<file path="config.mk">
export PLATFORM = sky130hd
export DESIGN_NAME = uart_tx_engine
export DESIGN_NICKNAME = d
export VERILOG_FILES = /design/src/rtl/uart_tx_engine_pkg.sv /design/src/rtl/uart_tx_engine_baud_gen.sv /design/src/rtl/uart_tx_engine.sv
export SDC_FILE = /design/constraint.sdc
export NUM_CORES = 1
export LEC_CHECK = 0
export BUFFER_PORTS_ARGS = -buffer_cell sky130_fd_sc_hd__buf_2
export CAP_MARGIN = 40
export CORE_ASPECT_RATIO = 1.1
export CORE_MARGIN = 5
export CORE_UTILIZATION = 60
export CTS_CLUSTER_DIAMETER = 120
export CTS_CLUSTER_SIZE = 16
export DETAILED_ROUTE_END_ITERATION = 10
export GPL_TIMING_DRIVEN = 0
export PLACE_DENSITY_LB_ADDON = 0.08
export SLEW_MARGIN = 25
export SYNTH_ARGS = -nofsm -noshare
export SYNTH_HDL_FRONTEND = slang
export SYNTH_SLANG_ARGS = --single-unit
</file>
<file path="constraint.sdc">
create_clock -name clk_i -period 3.77 [get_ports clk_i]
set_clock_uncertainty 0.15 [all_clocks]
set_input_delay 0.5655 -clock clk_i [delete_from_list [all_inputs] [get_ports clk_i]]
set_output_delay 0.5655 -clock clk_i [all_outputs]
set_load 0.03 [all_outputs]
</file>
<file path="src/rtl/uart_tx_engine_pkg.sv">
// Shared types and helpers for the UART transmit path.
// The state encodings and counter-width helper are also reused by the receive path.
package uart_tx_engine_pkg;

  localparam int UART_DATA_WIDTH = 8;

  typedef enum logic [2:0] {
    ST_IDLE   = 3'd0,
    ST_START  = 3'd1,
    ST_DATA   = 3'd2,
    ST_PARITY = 3'd3,
    ST_STOP   = 3'd4
  } uart_state_e;

  // A counter that must hold 0..n-1 needs at least one bit, even when n is 1.
  function automatic int cnt_width(input int n);
    return (n > 1) ? $clog2(n) : 1;
  endfunction

  function automatic bit uart_params_legal(input int data_width, input int clks_per_bit,
                                           input int stop_bits, input int parity_en,
                                           input int parity_odd);
    return (data_width >= 5) && (data_width <= 9) && (clks_per_bit >= 2) &&
           ((stop_bits == 1) || (stop_bits == 2)) &&
           ((parity_en == 0) || (parity_en == 1)) &&
           ((parity_odd == 0) || (parity_odd == 1));
  endfunction

endpackage

</file>
<file path="src/rtl/uart_tx_engine_baud_gen.sv">
// Bit-rate divider: free-running 0..CLKS_PER_BIT-1 counter with a terminal-count tick.
// Shared by the transmit and receive paths; clr_i realigns the bit grid to a frame start.
module uart_baud_gen
  import uart_tx_engine_pkg::*;
#(
  parameter int CLKS_PER_BIT = 16
) (
  input  logic clk_i,
  input  logic rst_ni,
  input  logic clr_i,
  output logic tick_o
);

  localparam int CW = cnt_width(CLKS_PER_BIT);
  localparam logic [CW-1:0] TERM = CW'(CLKS_PER_BIT - 1);

  if (CLKS_PER_BIT < 2) begin : g_bad_clks_per_bit
    $error("uart_baud_gen: CLKS_PER_BIT must be >= 2");
  end

  logic [CW-1:0] cnt_q, cnt_d;

  always_comb begin
    cnt_d = cnt_q + CW'(1);
    if (clr_i || (cnt_q == TERM)) begin
      cnt_d = '0;
    end
  end

  always_ff @(posedge clk_i or negedge rst_ni) begin
    if (!rst_ni) begin
      cnt_q <= '0;
    end else begin
      cnt_q <= cnt_d;
    end
  end

  assign tick_o = (cnt_q == TERM);

endmodule

</file>
<file path="src/rtl/uart_tx_engine.sv">
// UART transmit engine: one-word holding buffer feeding a start/data/parity/stop serialiser.
// A word waiting in the holding buffer is launched on the final stop tick, so frames abut.
module uart_tx_engine
  import uart_tx_engine_pkg::*;
#(
  parameter int DATA_WIDTH   = UART_DATA_WIDTH,
  parameter int CLKS_PER_BIT = 16,
  parameter int STOP_BITS    = 1,
  parameter int PARITY_EN    = 0,
  parameter int PARITY_ODD   = 0
) (
  input  logic                  clk_i,
  input  logic                  rst_ni,
  input  logic [DATA_WIDTH-1:0] data_i,
  input  logic                  data_v_i,
  output logic                  data_rdy_o,
  output logic                  tx_o,
  output logic                  bit_v_o,
  output logic                  busy_o
);

  localparam int BW = cnt_width(DATA_WIDTH);
  localparam logic [BW-1:0] LAST_BIT  = BW'(DATA_WIDTH - 1);
  localparam logic          LAST_STOP = 1'(STOP_BITS - 1);
  localparam logic          ODD_SENSE = 1'(PARITY_ODD);

  if (!uart_params_legal(DATA_WIDTH, CLKS_PER_BIT, STOP_BITS, PARITY_EN, PARITY_ODD))
  begin : g_bad_params
    $error("uart_tx_engine: illegal DATA_WIDTH/CLKS_PER_BIT/STOP_BITS/PARITY parameters");
  end

  uart_state_e           state_q, state_d;
  logic [DATA_WIDTH-1:0] hold_q, hold_d;
  logic                  hold_full_q, hold_full_d;
  logic [DATA_WIDTH-1:0] shift_q, shift_d;
  logic                  parity_q, parity_d;
  logic [BW-1:0]         bit_cnt_q, bit_cnt_d;
  logic                  stop_cnt_q, stop_cnt_d;
  logic                  tx_q, tx_d;
  logic                  bit_v_q, bit_v_d;

  logic tick;
  logic accept;
  logic load;
  logic last_data;
  logic last_stop;

  uart_baud_gen #(
    .CLKS_PER_BIT(CLKS_PER_BIT)
  ) u_baud_gen (
    .clk_i (clk_i),
    .rst_ni(rst_ni),
    .clr_i (load),
    .tick_o(tick)
  );

  assign accept    = data_v_i & ~hold_full_q;
  assign last_data = (bit_cnt_q == LAST_BIT);
  assign last_stop = (stop_cnt_q == LAST_STOP);
  assign load      = hold_full_q &
                     ((state_q == ST_IDLE) || ((state_q == ST_STOP) && tick && last_stop));

  always_ff @(posedge clk_i or negedge rst_ni) begin
    if (!rst_ni) begin
      state_q <= ST_IDLE;
    end else begin
      state_q <= state_d;
    end
  end

  always_comb begin
    state_d = state_q;
    unique case (state_q)
      ST_IDLE: begin
        if (hold_full_q) state_d = ST_START;
      end
      ST_START: begin
        if (tick) state_d = ST_DATA;
      end
      ST_DATA: begin
        if (tick && last_data) state_d = (PARITY_EN != 0) ? ST_PARITY : ST_STOP;
      end
      ST_PARITY: begin
        if (tick) state_d = ST_STOP;
      end
      ST_STOP: begin
        if (tick && last_stop) state_d = hold_full_q ? ST_START : ST_IDLE;
      end
      default: state_d = ST_IDLE;
    endcase
  end

  // Accept and load are mutually exclusive: one needs the buffer empty, the other full.
  always_comb begin
    hold_d      = hold_q;
    hold_full_d = hold_full_q;
    shift_d     = shift_q;
    parity_d    = parity_q;
    bit_cnt_d   = bit_cnt_q;
    stop_cnt_d  = stop_cnt_q;
    if (accept) begin
      hold_d      = data_i;
      hold_full_d = 1'b1;
    end
    if (load) begin
      shift_d     = hold_q;
      parity_d    = (^hold_q) ^ ODD_SENSE;
      hold_full_d = 1'b0;
      bit_cnt_d   = '0;
      stop_cnt_d  = 1'b0;
    end else if (tick) begin
      unique case (state_q)
        ST_DATA: begin
          shift_d   = shift_q >> 1;
          bit_cnt_d = last_data ? '0 : bit_cnt_q + BW'(1);
        end
        ST_STOP: begin
          stop_cnt_d = last_stop ? 1'b0 : stop_cnt_q + 1'b1;
        end
        default: ;
      endcase
    end
  end

  // Line level and bit strobe are decoded from the next state so both leave a flop together.
  always_comb begin
    tx_d    = 1'b1;
    bit_v_d = 1'b0;
    unique case (state_d)
      ST_START:  tx_d = 1'b0;
      ST_DATA:   tx_d = shift_d[0];
      ST_PARITY: tx_d = parity_q;
      default:   tx_d = 1'b1;
    endcase
    if ((state_d == ST_DATA) && tick && !load &&
        ((state_q == ST_START) || ((state_q == ST_DATA) && !last_data))) begin
      bit_v_d = 1'b1;
    end
  end

  always_ff @(posedge clk_i or negedge rst_ni) begin
    if (!rst_ni) begin
      hold_q      <= '0;
      hold_full_q <= 1'b0;
      shift_q     <= '0;
      parity_q    <= 1'b0;
      bit_cnt_q   <= '0;
      stop_cnt_q  <= 1'b0;
      tx_q        <= 1'b1;
      bit_v_q     <= 1'b0;
    end else begin
      hold_q      <= hold_d;
      hold_full_q <= hold_full_d;
      shift_q     <= shift_d;
      parity_q    <= parity_d;
      bit_cnt_q   <= bit_cnt_d;
      stop_cnt_q  <= stop_cnt_d;
      tx_q        <= tx_d;
      bit_v_q     <= bit_v_d;
    end
  end

  assign data_rdy_o = ~hold_full_q;
  assign tx_o       = tx_q;
  assign bit_v_o    = bit_v_q;
  assign busy_o     = (state_q != ST_IDLE) | hold_full_q;

endmodule

</file>
Word-level counts from Yosys, hierarchy flattened
Cells that the tools add are included.
Word-level totals
  bits of input ports: 11
  register bits: 31
  word-level logic and storage cells: 73
  output and inout port bits: 4
Cells by class
  bitwise operators: 5
  equality and inequality tests: 9
  multiplexer cells: 23
  add/sub/neg operators: 3
  reduce and logical (&&, ||, !) cells: 22
Operators with widths (count)
  3-bit 2-to-1 mux: 9
  8-bit 2-to-1 mux: 3
  3-bit case mux with 5 select lines: 1
  3-bit by 2-bit == test with 1-bit output, second input constant: 4
  1-bit logical AND: 8
  1-bit 2-to-1 mux: 8
  2-bit nonzero test: 4
  8-bit parity: 1
  3-bit by 1-bit == test with 1-bit output, second input constant: 2
  3-bit == test, second input constant: 2
  4-bit by 1-bit adder with 4-bit output, second input constant: 1
  4-bit == test, second input constant: 1
  4-bit 2-to-1 mux: 1
  2-bit AND reduction: 2
  3-bit by 1-bit adder with 3-bit output, second input constant: 1
  3-bit logical NOT: 1
  1-bit logical OR: 3
  1-bit case mux with 3 select lines: 1
  3-bit nonzero test: 1
  1-bit AND: 2
  1-bit logical NOT: 2
  1-bit inverter: 2
  1-bit adder, second input constant: 1
  1-bit OR: 1

Depth between registers and ports, before layout
Gate-level depths: netlist (run 1).
  word-level depth: 9
  depth in mapped cells: 6
  gate-level depth less buffers: 6

Cells and area by module
From an unflattened synthesis (run 1), not the netlist that was laid out.
Unflattened totals
  cell total of the unflattened synthesis: 132
  area, all modules: 1432.6 um^2
By module, submodules not included
  uart_tx_engine: cells an instance 119, area each 1261.2 um^2, seq. area each 651.9 um^2, times used 1
  uart_baud_gen: cells an instance 13, area each 171.4 um^2, seq. area each 100.1 um^2, times used 1

Least setup slack after synthesis (run 1)
Ideal clock, no wire load.
  kind: flip-flop to output port
  start point: reg state_q[0]
  end point: out busy_o
  required time: 3.054 ns
  cell stages (with the launch flop): 2
  buffers on the path: 0
  data arrival time: 1.221 ns
  setup slack: 1.833 ns
  cell sequence: dfrtp_1 > or4_2
On the way
  word-level cells in the longest chain between the ends: 2
Ends and longest elaborated chain
  start, declared: RTL line uart_tx_engine.sv:32  | uart_state_e state_q, state_d;
  start signal, assigned: RTL line uart_tx_engine.sv:67  | state_q <= state_d;
  3-bit nonzero test: RTL line uart_tx_engine.sv:166  | assign busy_o = (state_q != ST_IDLE) | hold_full_q;
  1-bit OR: RTL line uart_tx_engine.sv:166
  end, declared: RTL line uart_tx_engine.sv:19  | output logic busy_o
No other way between the ends.

Worst setup path after layout (run 1)
Ends and elaborated chain as after synthesis.

==> results.sh, run 1 <==
export IMPL_core_sq_mm=0.00225
export IMPL_clkSlewWorstSetupHoldPaths_ps=90
export IMPL_worstSetupEndpointType="output port"
export IMPL_holdWs_ps=108
export IMPL_cp_arrival_ps=1670
export IMPL_cap_violations=0
export IMPL_yosys_top_cells_area="dfrtp_1, mux2_2, xnor2_1, a21o_1, a22o_1"
export IMPL_fin_tns_setup_ps=0
export IMPL_slew_viol_final=0
export IMPL_avgSynthCellArea_sq_um=11.5
export IMPL_die_area_sq_mm=0.00344
export IMPL_wl_met1_microns=1100
export IMPL_cts_sink_count=30
export IMPL_drt_iter0_markers=16
export IMPL_fmax_mhz=419
export IMPL_setup_violations=0
export IMPL_synthesis_nets=137
export IMPL_synth_distinct_cells=37
export IMPL_r2r_start="u_baud_gen.cnt_q[0]"
export IMPL_worst_slew_pin_slew_ps=649
export IMPL_status="complete, no violations"
export IMPL_critPathLaunch="state_q[0]"
export IMPL_start_util_pct=63.0
export IMPL_drc=0
export IMPL_period_needed_ps=2380
export IMPL_critPathLaunchType="flip-flop"
export IMPL_synth_area_sq_mm=0.00142
export IMPL_grt_max_degree=31
export IMPL_cts_tree="yes"
export IMPL_cts_buffers=5
export IMPL_grt_overflow_total=0
export IMPL_num_fill_cells=180
export IMPL_synth_edf_count=0
export IMPL_synth_most_common_cell="dfrtp_1"
export IMPL_dp_hpwl_microns=1800
export IMPL_ys_seq_area_share_pct=53.0
export IMPL_cp_max_fo=9
export IMPL_register_area_sq_um=752
export IMPL_synthArstFlopShare_pct=100
export IMPL_num_vias=992
export IMPL_synth_common_cells="dfrtp_1, nand2_1, mux2_2, xnor2_1"
export IMPL_worstPathRequired_ps=3050
export IMPL_yosys_area_top_type="dfrtp_1"
export IMPL_die_w_microns=56.4
export IMPL_vias_per_cell=5.67
export IMPL_hp_class="in2async"
export IMPL_first_global_vias=983
export IMPL_rsz0062_at_grt="no"
export IMPL_hold_violations=0
export IMPL_wirelength_microns=2520
export IMPL_antenna_found_initial=0
export IMPL_highest_layer="met4"
export IMPL_drive_above_1_share_pct=27.6
export IMPL_drt_wirelength_per_cell_microns=14.4
export IMPL_power_density_mw_per_mm2=758
export IMPL_drt_pass1_iterations=5
export IMPL_gp_congestion=0.792
export IMPL_antenna_cells=0
export IMPL_area_growth_pct=11.8
export IMPL_multi_input_area_sq_um=628
export IMPL_die_height_microns=61
export IMPL_synth_cells=123
export IMPL_portBuffers=14
export IMPL_cts_root_buf="clkbuf_4"
export IMPL_ioPinCount=15
export IMPL_antenna_left=0
export IMPL_clk_path_buf_depth=2
export IMPL_clkLatencyLatePin_ps=320
export IMPL_synth_top_flop_cell="dfrtp_1"
export IMPL_ctsResizeCount=0
export IMPL_layout_nets=158
export IMPL_synth_top_area_share_pct=51.1
export IMPL_critPathKind="reg2out"
export IMPL_met3_length_microns=107
export IMPL_cts_hold_buffers=0
export IMPL_wl_met2_microns=1260
export IMPL_max_slew_margin_rel_pct=56.7
export IMPL_peakVddDrop_uv=490
export IMPL_grt_pass1_wl_microns=4460
export IMPL_cts_post_setup_buffers_inserted=0
export IMPL_track_usage_pct=17.5
export IMPL_finalCritPeriodShare_pct=63.2
export IMPL_htreeDepth=2
export IMPL_leakagePower_uw=0.000737
export IMPL_power_uw=1200
export IMPL_ys_seq_elements=30
export IMPL_fp_row_count=18
export IMPL_yosysWarnings=0
## path summary, 6_finish.rpt
path                       slack [ps]  depth (start not counted)            to
hold / removal                    110                          1  bit_cnt_q[2]
setup / recovery                 1390                          2        busy_o
max in group asynchronous        2940                          1     hold_q[0]
hold reg to reg                   340                          1    shift_q[3]
setup reg to reg                 1770                          6    shift_q[3]
min in group clk_i                320                          2     hold_q[6]
## per-stage QoR
stage	cells	util, %	worst slack, ps	instance area (sq um)
2_1_floorplan	123	-	1830	1420
3_3_place_gp	167	67.8	1750	1530
3_5_place_dp	167	67.8	1740	1530
4_1_cts	175	70.4	1380	1590
5_1_grt	175	70.4	1300	1590
6_report	175	70.4	1390	1590
## layer usage
| metal | global-route usage, % | vias up |
|---|---|---|
| li1 | - | 481 |
| met1 | 19.5 | 488 |
| met2 | 30.7 | 18 |
| met3 | 5.32 | 5 |
| met4 | 9.15 | 0 |
| met5 | 0 | - |
## critical path: stages (launching register included)
cell	delay (ps)
dfrtp_1	470
or4_2	680
buf_2	200
## cells in the final DEF, fill, tap and decap left out, drive strengths merged
cell | Yosys | layout
a32oi | 1 | 1
nor3 | 3 | 3
o2111a | 1 | 1
ha | 3 | 3
nand2b | 1 | 1
a221o | 1 | 1
a21oi | 6 | 6
or3b | 1 | 1
dfrtp | 29 | 29
a21boi | 1 | 1
nand3 | 2 | 2
inv | 3 | 3
a22o | 5 | 5
nand2 | 10 | 10
mux2 | 8 | 8
dfstp | 1 | 1
clkbuf | 1 | 8
or4 | 1 | 1
o32ai | 2 | 2
or3 | 2 | 2
o21ai | 7 | 7
nor2b | 1 | 1
or2 | 1 | 1
a31oi | 1 | 1
xor2 | 1 | 1
clkinv | 0 | 1
or2b | 2 | 2
a21o | 7 | 7
nor3b | 1 | 1
and3 | 3 | 3
buf | 3 | 17
nor2 | 6 | 6
xnor2 | 8 | 8
## sequential cells by signal, indices dropped and copies added (netlist names)
name and count:
hold_q 8, shift_q 8, u_baud_gen.cnt_q 4, bit_cnt_q 3, state_q 3, bit_v_o 1
hold_full_q 1, parity_q 1, tx_o 1
## area by class of cell
| class | instances | share of cell area (%) |
|---|---|---|
| inverters | 3 | 0.710 |
| flip-flops and latches | 30 | 47.4 |
| repair buffers | 14 | 4.42 |
| multi-input cells | 86 | 39.6 |
| plain buffers | 4 | 1.74 |
| clock buffers | 7 | 3.47 |
| well taps | 30 | 2.37 |
| clock inverters | 1 | 0.315 |
## power by group
group          leakage, uW  internal, uW  switching (uW)
registers         0.000367           453             107
clock network    0.0000353          90.3             106
logic             0.000334           245             201
total             0.000737           788             414
## kinds of logic (layout without fill, tap and decap cells)
logic type / after synthesis / count (layout) / synth area share [%]
adders and majority gates: 3 / 3 / 2.65
DFF: 30 / 30 / 53.0
muxes: 8 / 8 / 6.35
AOI/OAI and AO/OA: 32 / 32 / 16.8
and+or+nand+nor: 34 / 34 / 13.0
xor gates and xnor gates: 9 / 9 / 5.56
buffers and inverters: 7 / 29 / 2.73
No activity file was read; power rests on OpenSTA's default activity.
==> inputs of run 2 (changes only) <==
- CORE_UTILIZATION: 60 -> 57
- clock period: 3.77 -> 2.3 ns (I/O delays scaled with it)
==> results.sh, run 2 (synthesis results as in run 1) <==
export IMPL_status="complete, no violations"
export IMPL_slew_viol_final=0
export IMPL_critPathKind="reg2out"
export IMPL_grt_pass1_wl_microns=4820
export IMPL_antenna_cells=0
export IMPL_finalCritPeriodShare_pct=93.1
export IMPL_cts_sink_count=30
export IMPL_critPathLaunchType="flip-flop"
export IMPL_layout_nets=159
export IMPL_cp_arrival_ps=1650
export IMPL_die_area_sq_mm=0.00359
export IMPL_antenna_left=0
export IMPL_track_usage_pct=17.5
export IMPL_hold_violations=0
export IMPL_grt_overflow_total=0
export IMPL_clkSlewWorstSetupHoldPaths_ps=80
export IMPL_reg_top3="hold_q (8), shift_q (8), u_baud_gen.cnt_q (4)"
export IMPL_period_needed_ps=2140
export IMPL_num_fill_cells=205
export IMPL_worst_slew_pin_slew_ps=667
export IMPL_instances_no_fill=177
export IMPL_drt_pass1_iterations=4
export IMPL_clk_path_buf_depth=2
export IMPL_grt_max_degree=31
export IMPL_final_common_cell="dfrtp_1"
export IMPL_layout_common_cells="dfrtp_1, buf_2, nand2_1, xnor2_1, mux2_2"
export IMPL_wirelength_microns=2620
export IMPL_leakagePower_uw=0.000732
export IMPL_cts_post_setup_buffers_inserted=0
export IMPL_peakVddDrop_uv=891
export IMPL_worstSetupEndpointType="output port"
export IMPL_dp_cells=168
export IMPL_clkLatencyLatePin_ps=330
export IMPL_cp_max_fo=9
export IMPL_drt_wirelength_per_cell_microns=14.8
export IMPL_dp_slack_ps=317
export IMPL_power_uw=1960
export IMPL_setup_violations=0
export IMPL_die_w_microns=57.6
export IMPL_first_global_vias=1059
export IMPL_area_growth_pct=11.8
export IMPL_cts_root_buf="clkbuf_4"
export IMPL_htreeDepth=2
export IMPL_cts_tree="yes"
export IMPL_core_sq_mm=0.00245
export IMPL_max_slew_margin_rel_pct=55.6
export IMPL_vias_per_cell=5.74
export IMPL_fp_row_count=19
export IMPL_power_density_mw_per_mm2=1230
export IMPL_fmax_mhz=467
export IMPL_drive_above_1_share_pct=26.0
export IMPL_place_area_sq_mm=0.00153
export IMPL_fin_tns_setup_ps=0
export IMPL_rsz0062_at_grt="no"
export IMPL_antenna_found_initial=0
export IMPL_portBuffers=14
export IMPL_start_util_pct=57.9
export IMPL_ctsResizeCount=0
export IMPL_gp_congestion=0.684
export IMPL_setup_slack_ps=159
export IMPL_worstPathRequired_ps=1800
export IMPL_num_vias=1016
export IMPL_final_cell_area_sq_mm=0.00159
export IMPL_drt_iter0_markers=17
export IMPL_cap_violations=0
export IMPL_dp_hpwl_microns=1920
export IMPL_cts_hold_buffers=1
export IMPL_hp_class="in2reg"
export IMPL_die_height_microns=62.3
export IMPL_ioPinCount=15
export IMPL_drc=0
export IMPL_cts_buffers=5
## run 2: cell count changes in the layout (fill, tap and decap cells not counted)
cell | previous run | this run
dlygate4sd3_1 | 0 | 1
clkbuf_1 | 2 | 4
clkinv_2 | 1 | 0
clkbuf_8 | 1 | 0
## run 2: path summary, 6_finish.rpt
kind	start	to	slack [ps]	cells past startpoint
worst max register to register	u_baud_gen.cnt_q[0]	shift_q[4]	300	6
worst min register to register	shift_q[2]	shift_q[2]	340	1
max in group asynchronous	rst_ni	hold_q[5]	1130	2
worst min-delay path	data_i[7]	hold_q[7]	100	2
worst max-delay path	state_q[0]	busy_o	160	2
min in group asynchronous	rst_ni	u_baud_gen.cnt_q[3]	420	2
## run 2: metrics by stage
step,util [%],hold slack [ps]
global placement,62.4,253
finish,64.8,104
global route,64.8,82.6
detailed placement,62.4,265
floorplan,-,-101
CTS,64.8,93.7
## run 2: worst max-delay path, stage by stage (launching register included)
cell	delay, ps
dfrtp_1	470
or4_2	670
buf_2	190
## run 2: cell type report
class / count / area, sq um / share of cell area, %
Sequential cell: 30 / 752 / 47.4
Multi-Input combinational cell: 86 / 628 / 39.6
Timing Repair Buffer: 15 / 80.1 / 5.05
Clock buffer: 8 / 48.8 / 3.08
Tap cell: 31 / 38.8 / 2.44
Buffer: 4 / 27.5 / 1.74
Inverter: 3 / 11.3 / 0.710
## run 2: where the power goes
part | switching (uW) | internal, uW
sequential | 179 | 743
clock | 165 | 122
combinational | 344 | 404
total | 689 | 1270
## run 2: routing by layer
metal	GRT usage [%]	part of all wire, %	vias up
met5	0	0	-
met4	8.99	2.1	0
met3	4.97	4.1	8
met2	29.7	54	23
met1	19.5	40	498
li1	-	-	487
==> inputs of run 3 (changes only) <==
- CORE_ASPECT_RATIO: 1.1 -> not set
==> results.sh, run 3 (synthesis results as in run 1) <==
export IMPL_first_global_vias=1099
export IMPL_worst_slew_pin_slew_ps=643
export IMPL_clkSlewWorstSetupHoldPaths_ps=90
export IMPL_drt_iter0_markers=28
export IMPL_clk_path_buf_depth=2
export IMPL_setup_violations=0
export IMPL_layout_nets=159
export IMPL_antenna_found_initial=0
export IMPL_wirelength_microns=2620
export IMPL_cts_post_setup_buffers_inserted=0
export IMPL_fmax_mhz=460
export IMPL_critPathLaunchType="flip-flop"
export IMPL_grt_max_degree=31
export IMPL_fp_row_count=18
export IMPL_rrSetupSlack_ps=270
export IMPL_start_util_pct=58.3
export IMPL_max_slew_margin_rel_pct=57.1
export IMPL_cp_max_fo=9
export IMPL_instances_no_fill=176
export IMPL_die_height_microns=59.9
export IMPL_rsz0062_at_grt="no"
export IMPL_portBuffers=14
export IMPL_drt_pass1_iterations=4
export IMPL_setup_slack_ps=125
export IMPL_gp_congestion=0.770
export IMPL_htreeDepth=2
export IMPL_ioPinCount=15
export IMPL_worstSetupEndpointType="output port"
export IMPL_reg_top3="hold_q (8), shift_q (8), u_baud_gen.cnt_q (4)"
export IMPL_cts_tree="yes"
export IMPL_dp_hpwl_microns=1930
export IMPL_p_int_uw=1290
export IMPL_power_density_mw_per_mm2=1240
export IMPL_antenna_cells=0
export IMPL_cp_arrival_ps=1680
export IMPL_grt_overflow_total=0
export IMPL_dp_slack_ps=307
export IMPL_drc=0
export IMPL_vias_per_cell=5.56
export IMPL_period_needed_ps=2180
export IMPL_grt_pass1_wl_microns=4750
export IMPL_core_sq_mm=0.00243
export IMPL_antenna_left=0
export IMPL_final_common_cell="dfrtp_1"
export IMPL_cts_sink_count=30
export IMPL_cts_buffers=5
export IMPL_switching_share_pct=34.8
export IMPL_power_frac_seq_pct=46.6
export IMPL_switchingPower_uw=690
export IMPL_track_usage_pct=18.0
export IMPL_area_growth_pct=12.5
export IMPL_die_area_sq_mm=0.00359
export IMPL_cap_violations=0
export IMPL_die_w_microns=59.9
export IMPL_drt_wirelength_per_cell_microns=14.9
export IMPL_num_vias=978
export IMPL_combPwrFrac_pct=37.2
export IMPL_finalCritPeriodShare_pct=94.6
export IMPL_worstPathRequired_ps=1800
export IMPL_layout_common_cells="dfrtp_1, buf_2, nand2_1, xnor2_1, mux2_2"
export IMPL_peakVddDrop_uv=768
export IMPL_leakagePower_uw=0.000741
export IMPL_clkLatencyLatePin_ps=320
export IMPL_clockPowerShare_pct=16.2
export IMPL_critPathKind="reg2out"
export IMPL_cts_root_buf="clkbuf_4"
export IMPL_hold_violations=0
export IMPL_drive_above_1_share_pct=27.4
export IMPL_status="complete, no violations"
export IMPL_hp_class="in2reg"
export IMPL_dp_cells=167
export IMPL_slew_viol_final=0
export IMPL_fin_tns_setup_ps=0
-- run 3: cell count changes in the layout (fill, tap and decap cells not counted), sizes merged --
cell,previous run,this run
clkbuf,9,8
clkinv,0,1
-- run 3: path summary, 6_finish.rpt --
check	startpoint	end	depth (start not counted)
min	data_i[0]	hold_q[0]	2
max in group asynchronous	rst_ni	hold_q[4]	2
max	state_q[0]	busy_o	2
min reg2reg	u_baud_gen.cnt_q[0]	u_baud_gen.cnt_q[0]	1
min in group asynchronous	rst_ni	bit_cnt_q[1]	2
max reg2reg	u_baud_gen.cnt_q[0]	shift_q[4]	6
-- run 3: worst max-delay path, stage by stage (launching register included) --
cell     delay [ps]
dfrtp_1         490
or4_2           680
buf_2           200
-- run 3: metal layers --
metal | wire length, microns | up-vias | GRT usage (%) | share of wire, %
li1 | - | 482 | - | -
met1 | 1150 | 477 | 20.3 | 44
met2 | 1340 | 14 | 31.2 | 51
met3 | 88 | 5 | 4.54 | 3.4
met4 | 36 | 0 | 8.86 | 1.4
met5 | 0 | - | 0 | 0
-- run 3: cell type report --
class,count,area [sq um]
Inverter,3,11.3
Buffer,4,27.5
Clock inverter,1,5.00
Fill cell,199,836
Sequential cell,30,752
Timing Repair Buffer,15,80.1
Multi-Input combinational cell,86,628
Tap cell,30,37.5
Clock buffer,7,55.1
-- run 3: what timing repair did --
item | in CTS | in global routing
gates resized for setup | 0 | 0
endpoints found under the hold margin | 29 | 0
hold buffers | 1 | 0
-- run 3: stage by stage --
step	total power (uW)	utilization (%)	cell area, sq um	hold WS, ps
after global placement	1630	62.8	1530	257
final	1980	65.6	1600	104
after detailed placement	1680	62.8	1530	258
after global routing	2150	65.6	1600	89.9
after floorplan	1500	-	1420	-101
after CTS	2010	65.6	1600	87.6
-- run 3: power by group through the flow --
stage          clock network [uW]  logic, uW  registers [uW]
3_3_place_gp                    0        714             918
2_1_floorplan                   0        603             896
3_5_place_dp                    0        748             932
4_1_cts                       336        750             923
6_report                      322        737             924
5_1_grt                       363        827             956
